**src/rtl/io_regbank_pkg.sv**
```systemverilog
`default_nettype none
// ============================================================================
// Module      : io_regbank_pkg
// Description : Shared constants, helpers and types for the multi-channel
//               IO register bank (io_regbank_arb, rr_arbiter).
//               Optional feature macro: IO_REGBANK_ERR_EN (see io_regbank_arb).
// Revision    : 1.0 - initial parametrised release
// ============================================================================
package io_regbank_pkg;

    localparam int DEF_DATA_W = 8;
    localparam int DEF_ADDR_W = 8;
    localparam int DEF_DEPTH  = 256;
    localparam int DEF_NUM_CH = 2;

    // Width of a channel index; a single channel still gets one bit.
    function automatic int ch_width(input int n);
        return (n <= 1) ? 1 : $clog2(n);
    endfunction

    // Response bundle at the default geometry; the top declares the
    // parametrised equivalent for its actual NUM_CH / DATA_W.
    typedef struct packed {
        logic [DEF_NUM_CH-1:0] valid;
        logic [DEF_DATA_W-1:0] rdata;
        logic                  err;
    } rsp_def_t;

endpackage
`default_nettype wire

```
**src/rtl/io_regbank_rr_arbiter.sv**
```systemverilog
`default_nettype none
// ============================================================================
// Module      : rr_arbiter
// Description : Round-robin arbiter. Grants the first requester at or after
//               the pointer; the pointer moves past the winner on advance.
// Revision    : 1.0 - initial release
// ============================================================================
module rr_arbiter
    import io_regbank_pkg::*;
#(
    parameter int NUM_CH = DEF_NUM_CH,
    localparam int CH_W  = ch_width(NUM_CH)
) (
    input  logic              clk,
    input  logic              rst,
    input  logic [NUM_CH-1:0] req,
    input  logic              advance,
    output logic [NUM_CH-1:0] grant,
    output logic [CH_W-1:0]   grant_idx
);

    logic [CH_W-1:0] ptr;
    logic [CH_W:0]   sum;
    logic [CH_W-1:0] idx;
    logic            found;

    // Scan channels starting at ptr with wrap-around; first requester wins.
    always_comb begin
        grant     = '0;
        grant_idx = '0;
        found     = 1'b0;
        sum       = '0;
        idx       = '0;
        for (int i = 0; i < NUM_CH; i++) begin
            sum = {1'b0, ptr} + (CH_W+1)'(i);
            if (sum >= (CH_W+1)'(NUM_CH)) begin
                sum = sum - (CH_W+1)'(NUM_CH);
            end
            idx = sum[CH_W-1:0];
            if (!found && req[idx]) begin
                found      = 1'b1;
                grant[idx] = 1'b1;
                grant_idx  = idx;
            end
        end
    end

    // Pointer moves to winner+1 (wrapping) on a transfer, otherwise holds.
    always_ff @(posedge clk) begin
        if (rst) begin
            ptr <= '0;
        end else if (advance) begin
            ptr <= (grant_idx == CH_W'(NUM_CH - 1)) ? '0 : grant_idx + 1'b1;
        end
    end

endmodule
`default_nettype wire

```
**src/rtl/io_regbank_arb.sv**
```systemverilog
`default_nettype none
// ============================================================================
// Module      : io_regbank_arb
// Description : NUM_CH requesters share one DEPTH x DATA_W register array via
//               a round-robin arbiter. One access per clock, one-cycle
//               registered read latency, single-cycle response pulses.
//               Optional macro IO_REGBANK_ERR_EN adds the rsp_err port and
//               error responses for out-of-range accesses.
// Revision    : 1.0 - initial parametrised release
// ============================================================================
module io_regbank_arb
    import io_regbank_pkg::*;
#(
    parameter int DATA_W = DEF_DATA_W,
    parameter int ADDR_W = DEF_ADDR_W,
    parameter int DEPTH  = DEF_DEPTH,
    parameter int NUM_CH = DEF_NUM_CH
) (
    input  logic                     clk,
    input  logic                     rst,
    input  logic                     enable,
    input  logic [NUM_CH-1:0]        req_valid,
    output logic [NUM_CH-1:0]        req_ready,
    input  logic [NUM_CH-1:0]        req_write,
    input  logic [NUM_CH*ADDR_W-1:0] req_addr,
    input  logic [NUM_CH*DATA_W-1:0] req_wdata,
    output logic [NUM_CH-1:0]        rsp_valid,
    output logic [DATA_W-1:0]        rsp_rdata
`ifdef IO_REGBANK_ERR_EN
    ,
    output logic                     rsp_err
`endif
);

    localparam int CH_W = ch_width(NUM_CH);

    typedef struct packed {
        logic [NUM_CH-1:0] valid;
        logic [DATA_W-1:0] rdata;
`ifdef IO_REGBANK_ERR_EN
        logic              err;
`endif
    } rsp_q_t;

    logic [NUM_CH-1:0] arb_req;
    logic [NUM_CH-1:0] grant;
    logic [CH_W-1:0]   grant_idx;
    logic              xfer;
    logic              sel_write;
    logic [ADDR_W-1:0] sel_addr;
    logic [DATA_W-1:0] sel_wdata;
    logic              in_range;
    logic [DATA_W-1:0] mem [DEPTH];
    rsp_q_t            rsp_q;

    // Nothing is granted while in reset or while access is disabled.
    assign arb_req = req_valid & {NUM_CH{enable & ~rst}};

    rr_arbiter #(
        .NUM_CH    (NUM_CH)
    ) u_arb (
        .clk       (clk),
        .rst       (rst),
        .req       (arb_req),
        .advance   (xfer),
        .grant     (grant),
        .grant_idx (grant_idx)
    );

    assign req_ready = grant;
    assign xfer      = |grant;

    // Route the winning channel's payload onto the shared access path.
    always_comb begin
        sel_write = req_write[grant_idx];
        sel_addr  = req_addr[int'(grant_idx) * ADDR_W +: ADDR_W];
        sel_wdata = req_wdata[int'(grant_idx) * DATA_W +: DATA_W];
        in_range  = ({1'b0, sel_addr} < (ADDR_W+1)'(DEPTH));
    end

    // Register array write port; out-of-range writes are dropped. No reset.
    always_ff @(posedge clk) begin
        if (xfer && sel_write && in_range) begin
            mem[sel_addr] <= sel_wdata;
        end
    end

    // Response register: one-cycle pulse for reads (and error writes).
    always_ff @(posedge clk) begin
        if (rst) begin
            rsp_q.valid <= '0;
            rsp_q.rdata <= '0;
`ifdef IO_REGBANK_ERR_EN
            rsp_q.err   <= 1'b0;
`endif
        end else begin
            rsp_q.valid <= '0;
            if (xfer && !sel_write) begin
                rsp_q.valid <= grant;
                rsp_q.rdata <= in_range ? mem[sel_addr] : '0;
`ifdef IO_REGBANK_ERR_EN
                rsp_q.err   <= ~in_range;
            end else if (xfer && !in_range) begin
                rsp_q.valid <= grant;
                rsp_q.rdata <= '0;
                rsp_q.err   <= 1'b1;
`endif
            end
        end
    end

    // A response that lands while reset is asserted is dropped.
    assign rsp_valid = rsp_q.valid & {NUM_CH{~rst}};
    assign rsp_rdata = rsp_q.rdata;
`ifdef IO_REGBANK_ERR_EN
    assign rsp_err   = rsp_q.err;
`endif

endmodule
`default_nettype wire

```
**config.mk**
```make
export PLATFORM = sky130hd
export DESIGN_NAME = io_regbank_arb
export DESIGN_NICKNAME = d
export VERILOG_FILES = /design/src/rtl/io_regbank_pkg.sv /design/src/rtl/io_regbank_rr_arbiter.sv /design/src/rtl/io_regbank_arb.sv
export SDC_FILE = /design/constraint.sdc
export NUM_CORES = 2
export LEC_CHECK = 0
export ABC_AREA = 1
export CAP_MARGIN = 20
export CELL_PAD_IN_SITES_DETAIL_PLACEMENT = 2
export CELL_PAD_IN_SITES_GLOBAL_PLACEMENT = 2
export CORE_MARGIN = 2
export CORE_UTILIZATION = 40
export CTS_CLUSTER_SIZE = 16
export DETAILED_ROUTE_END_ITERATION = 12
export PLACE_DENSITY_LB_ADDON = 0.1
export SYNTH_ARGS = -nofsm -noshare
export SYNTH_HDL_FRONTEND = slang
export SYNTH_HIERARCHICAL = 1
export SYNTH_SLANG_ARGS = --single-unit
```
**constraint.sdc**
```tcl
create_clock -name clk -period 14.65 [get_ports clk]
set_clock_uncertainty 0.05 [all_clocks]
set_input_delay 2.1975 -clock clk [delete_from_list [all_inputs] [get_ports clk]]
set_output_delay 2.1975 -clock clk [all_outputs]
set_load 0.01 [all_outputs]
```
After elaboration in Yosys (flattened, before gate mapping)

Memory sizes are Yosys's and may differ from the RTL's. A register that Yosys moved wholly into a read port is not among the register bits.
Cells that the tools add are included.
Widths: inputs -> output; s select.

Muxes and demuxes: 20
Reductions and logical operators: 9
Shift-type cells: 2
Add/subtract/negate cells: 4
Bitwise logic cells: 6
Order comparisons: 7

Operators with widths:

| operator            | count |
|---|---|
| $shiftx 16x5->8     | 2 |
| $mux 1              | 16 |
| $lt 1x2->1 const B  | 3 |
| $logic_and 1x1->1   | 5 |
| $and 2x2->2         | 2 |
| $mux 2              | 2 |
| $reduce_or 2->1     | 2 |
| $add 1x1->2 const B | 1 |
| $demux 1 s1         | 2 |
| $ge 1x1->1 const B  | 2 |
| $ge 1x2->1 const B  | 1 |
| $ge 2x2->1 const B  | 1 |
| $logic_not 1->1     | 2 |
| $not 1->1           | 2 |
| $or 2x2->2          | 1 |
| $sub 1x1->1 const B | 2 |
| $add 1x1->1 const B | 1 |
| $and 1x1->1         | 1 |

Bits of input ports: 39
Register bits after elaboration: 3
Word-level logic and storage cells: 51
Bits in writable memories: 2048
Output and inout port bits: 12
Memories: 1

Memories:

| name | depth | width | rd ports | clocked after Yosys merged registers in | wr ports | line                 | source |
|---|---|---|---|---|---|---|---|
| mem  | 256   | 8     | 1        | 1                                       | 1        | io_regbank_arb.sv:53 | `logic [DATA_W-1:0] mem [DEPTH];` |

Depth between registers and ports, before layout

Word-level depth: 15
Gate-level depth with buffers: 24
Gate-level depth less buffers: 21

Cells and area by module

Netlist, hierarchy kept.

Modules (own cells, without submodules):

| module         | sequential area each (um2) | instances | cells an instance | area an instance (um2) |
|---|---|---|---|---|
| io_regbank_arb | 61699.2                    | 1         | 8323              | 86247.7 |
| rr_arbiter     | 20.0                       | 1         | 13                | 78.8 |

Worst setup path after synthesis

Ideal clock, no wire load.

Path type: in2reg
Start point: in rst
End point: mem mem[0][1] (netlist name) (data pin)
Setup time: 824 ps
Stages: 8
Path buffers: 2
Data required time: 13776 ps
Data arrival time: 6202 ps
Slack: 7574 ps
Cells stage by stage: inv_1 and3_1 inv_1 a21oi_1 buf_4 buf_2 nand2_1 nand2_1

Longest elaborated chain between the ends: 10
Elaborated cells on any way between the ends: 13
Classes of those cells: shift: 1; mux: 7; bitwise: 3; reduce/logical: 2

RTL lines:

| what                                       | line                        | source |
|---|---|---|
| start: declaration                         | io_regbank_arb.sv:20        | `input logic rst,` |
| $not 1->1 (*)                              | io_regbank_arb.sv:57        | `assign arb_req = req_valid & {NUM_CH{enable & ~rst}};` |
| $and 1x1->1 (*)                            | io_regbank_arb.sv:57        |  |
| $and 2x2->2 (*)                            | io_regbank_arb.sv:57        |  |
| named net arb_req[1]                       | io_regbank_arb.sv:45        | `logic [NUM_CH-1:0] arb_req;` |
| $mux 1 (implied by the code) (2 in series) | io_regbank_rr_arbiter.sv:40 | `if (!found && req[idx]) begin` |
| $mux 1                                     | io_regbank_rr_arbiter.sv:40 |  |
| $logic_not 1->1                            | io_regbank_rr_arbiter.sv:40 |  |
| $logic_and 1x1->1                          | io_regbank_rr_arbiter.sv:40 |  |
| $mux 1 (*)                                 | io_regbank_rr_arbiter.sv:40 |  |
| named net grant_idx                        | io_regbank_arb.sv:47        | `logic [CH_W-1:0] grant_idx;` |
| $shiftx 16x5->8 (*)                        | io_regbank_arb.sv:77        | `sel_wdata = req_wdata[int'(grant_idx) * DATA_W +: DATA_W];` |
| named net sel_wdata[1]                     | io_regbank_arb.sv:51        | `logic [DATA_W-1:0] sel_wdata;` |
| end: declaration                           | io_regbank_arb.sv:53        |  |

The timed path passes the listed nets; every way through them passes the cells marked *. The select of a mux whose other input is x is not followed.

Worst setup path after layout

Start point: in rst
End point: reg, netlist name rsp_rdata[5]

Longest elaborated chain between the ends: 13
Elaborated cells on any way between the ends: 21
Classes of those cells: shift: 1; mux: 11; bitwise: 4; reduce/logical: 5

RTL lines:

| what                                                    | line |
|---|---|
| $not 1->1 (*)                                           | io_regbank_arb.sv:57 |
| $and 1x1->1 (*)                                         | io_regbank_arb.sv:57 |
| $and 2x2->2 (*)                                         | io_regbank_arb.sv:57 |
| named net arb_req[1]                                    | io_regbank_arb.sv:45 |
| $mux 1 (implied by the code) (2 in series)              | io_regbank_rr_arbiter.sv:40 |
| $mux 1                                                  | io_regbank_rr_arbiter.sv:40 |
| $logic_not 1->1                                         | io_regbank_rr_arbiter.sv:40 |
| $logic_and 1x1->1                                       | io_regbank_rr_arbiter.sv:40 |
| $mux 1 (*)                                              | io_regbank_rr_arbiter.sv:40 |
| named net grant_idx                                     | io_regbank_arb.sv:47 |
| branches (longest 4 deep; another with $shiftx 16x5->8) | -- |

Mark *: on every way through the listed nets, which the timed path passes. The select of a mux whose other input is x is not followed.
A chain may end at the register's enable or synchronous reset.

==> metrics.md <==
| Metric | Value |
|---|---|
| Outcome | completed |
| Maximum fanout along the worst path | 55 |
| Worst Hold Depth | 4 |
| Most frequent cell after synthesis | nand2_1 |
| Post-synthesis cell count | 8336 |
| Max-capacitance violation count | 0 |
| CP Buf/Inv Count | 7 |
| Final Non-Filler Cells | 11321 |
| Layout overhead on the synthesized area | 11.55% |
| CP max stage cell | nor2_4 |
| GPL Wtd Cong | 0.8153 |
| Vias per cell | 5.384 |
| Vias in the first global route | 67515 |
| Max incr delay on CP | 0.72 ns |
| Starting density of the core | 40.22% |
| WL/cell | 27.34 um |
| Reg2reg path depth | 21 |
| Fin crit period | 7.970 ns |
| P_int | 9768 uW |
| Worst Path Required | 15.39 ns |
| Netlist Area Pre-Place | 86330 um2 |
| Crit path top cell by count | nand2_1 |
| CTS tree | built |
| Global route overflow | 0 |
| Row count | 170 |
| Net Sw Frac | 25.62% |
| CTS buffer count | 224 |
| Root buffer cell | clkbuf_16 |
| Worst-case clock buffer depth | 3 |
| Hold_ws | 0.5802 ns |
| Post-synth EDFFs | 2048 |
| NetSw | 3364 uW |
| Final setup viols | 0 |
| PnR worst setup slack | 6.680 ns |
| Final hold violations | 0 |
| Predominant post-synthesis flop cell | edfxtp_1 |
| CP Class | input port to register |
| Synth top area share | 71.24% |
| Synth Area in XOR/XNOR | 0% |
| R2R Path End | rsp_rdata[5] |
| Clk_lat worst skew | 0.86 ns |
| Fraction of layout cells with a size suffix above 1 | 5.235% |
| Dpl cells | 10880 |
| Max Fclk | 125.5 MHz |
| Max Slew Vio Count | 0 |
| Die Y | 468.6 um |
| Post-cts resize count | 0 |
| Reg2Reg Setup Slack | 8.82 ns |
| Critical path capture point type | register |
| Total number of vias | 60948 |
| Top-Level Pins | 51 |
| CP arrival | 8.71 ns |
| Fin nets | 8307 |
| PD cells | 136.4 nW/um2 |
| Post-Synth Simple-Gate Area | 25.49% |
| Average size of a mapped cell | 10.36 um2 |
| Synth top cells by count | nand2_1, edfxtp_1, nor2_1, nand3_1, buf_2 |
| First-pass detailed-route iteration total | 6 |
| First-pass GRT wire length | 456.2 mm |
| Core region area | 214600 um2 |
| Crit path cell chain | clkdlybuf4s50_1 > inv_1 > and3_1 > inv_1 > a21oi_4 > buf_4 > inv_2 > nand2_1 > nand2_8 > nor2_4 > buf_4 > buf_4 > nand2_1 > nand2_1 > o21ai_0 > nand2_1 > nor2_1 > nor2_1 > nor2_1 > nand2_1 > nand2_1 > nand2_1 > nor2_1 > nor2_1 |
| Part of the power in registers | 49.8% |
| Ys async rst share | 0% |
| Cell family with most CP delay | simple AND/OR/NAND/NOR gates |
| Initial antenna violation count | 16 |
| GRT Overall Usage | 28.29% |
| DRC | 0 |
| Yosys reg bits | 2059 |
| DPL Wire Length | 181.0 mm |
| Slew HR | 16.46% |
| CTS H-Tree Depth | 4 |
| Largest family of logic cells by synthesized area | simple AND/OR/NAND/NOR gates |
| Sequential area share after synthesis | 71.50% |
| Yosys warnings | 6 |
| Post-synth top area cell | edfxtp_1 |
| VDD IR max | 0.0001234 V |
| Adder-cell share of the synthesized area | 0% |
| Die area | 219500 um2 |
| Chip width | 468.6 um |
| Startpoint types | input port |
| Top cells by area, synth | edfxtp_1, nand2_1, nor2_1 |
| Slew @ Worst Pin | 1.248 ns |
| RSZ-0062 raised after global routing | no |
| Final Util | 44.87% |
| 1st-iter DRT viols | 4662 |
| Clock slew at reported path FFs | 0.06 ns |
| Final worst-path cycle share | 54.40% |
| Combinational group share of total power | 9.0% |
| Distinct cell type count after synthesis | 27 |
| IO buf count | 50 |
| Post-synthesis mux area share | 0% |
| Setup TNS | 0 ns |
| Pleak | 0.03769 uW |
| Post-CTS Hold Fix Bufs | 0 |
| Hold Crit Class | register to register |
| ANT nets after route | 0 |
| Routed WL | 309.5 mm |
| Post-Place Worst Slack | 5.829 ns |
| Clock network power share | 41.2% |
| Largest net degree at the start of global routing | 173 |
| Syn_nets | 8375 |
| Post CTS Setup Buffer Count | 0 |
| CTS sink cnt | 2059 |
| Post-synthesis compound-gate area fraction | 0.2870% |
-- metal layers --
layer	GRT usage, %	wire length [um]	vias to the layer above
li1	-	-	27173
met2	49.11	154800	1370
met5	0	28	-
met3	3.513	12920	467
met1	36.37	129900	31934
met4	10.22	11830	4
-- placed cells by master (no fill, tap or decap), types with 45 or more instances in the layout --
cell type        count
clkbuf_1            65
edfxtp_1          2048
clkinv_1            68
clkbuf_16          228
nand2_1           4743
nand3_1            332
buf_4               81
clkdlybuf4s50_1     50
inv_1               45
nor2_1             611
-- registers in the layout, summed over array words and instances, names as in the netlist, named ones only --
signal     count
mem         2048
rsp_rdata      8
rsp_q          2
-- per-stage QoR --
step	power (uW)	cell area [um2]
floorplan	7343	86330
global placement	7805	89350
detailed placement	7846	89410
CTS	13230	96240
global route	13530	96290
finish	13130	96290
-- cell type report --
type	count	area [um2]
Antenna cell	20	50.05
Timing Repair Buffer	152	1503
Tap cell	2838	3551
Clock inverter	128	888.4
Sequential cell	2059	61720
Inverter	50	195.2
Fill cell	22284	118300
Clock buffer	293	5949
Multi-Input combinational cell	5781	22440
-- how the worst max path moves through the flow --
stage                     start            to  slack (ns)  cells past startpoint
final                       rst  rsp_rdata[5]        6.68                     24
after floorplan             rst     mem[0][1]        7.57                      8
after global routing        rst  rsp_rdata[5]        6.35                     24
after detailed placement    rst  rsp_rdata[5]        5.83                     24
after global placement      rst  rsp_rdata[5]        5.94                     24
after CTS                   rst  rsp_rdata[5]        6.74                     24
-- power by group through the flow --
stage          Combinational, uW  Sequential, uW  Clock (uW)
4_1_cts                     1200            6540        5500
2_1_floorplan                645            6700           0
5_1_grt                     1290            6530        5710
3_5_place_dp                1180            6660           0
6_report                    1190            6540        5410
3_3_place_gp                1140            6660           0
-- tightest hold or removal path, delay by kind of cell (launching register included) --
kind	cells	cell delay [ns]
DFF	1	0.35
buffers and inverters	1	0.05
and+or+nand+nor	3	0.21
-- logic make-up after synthesis --
family	Yosys count
simple gates	5735
flops	2059
compound gates	46
buf+inv	496
Power figures use the tool's default switching activity.
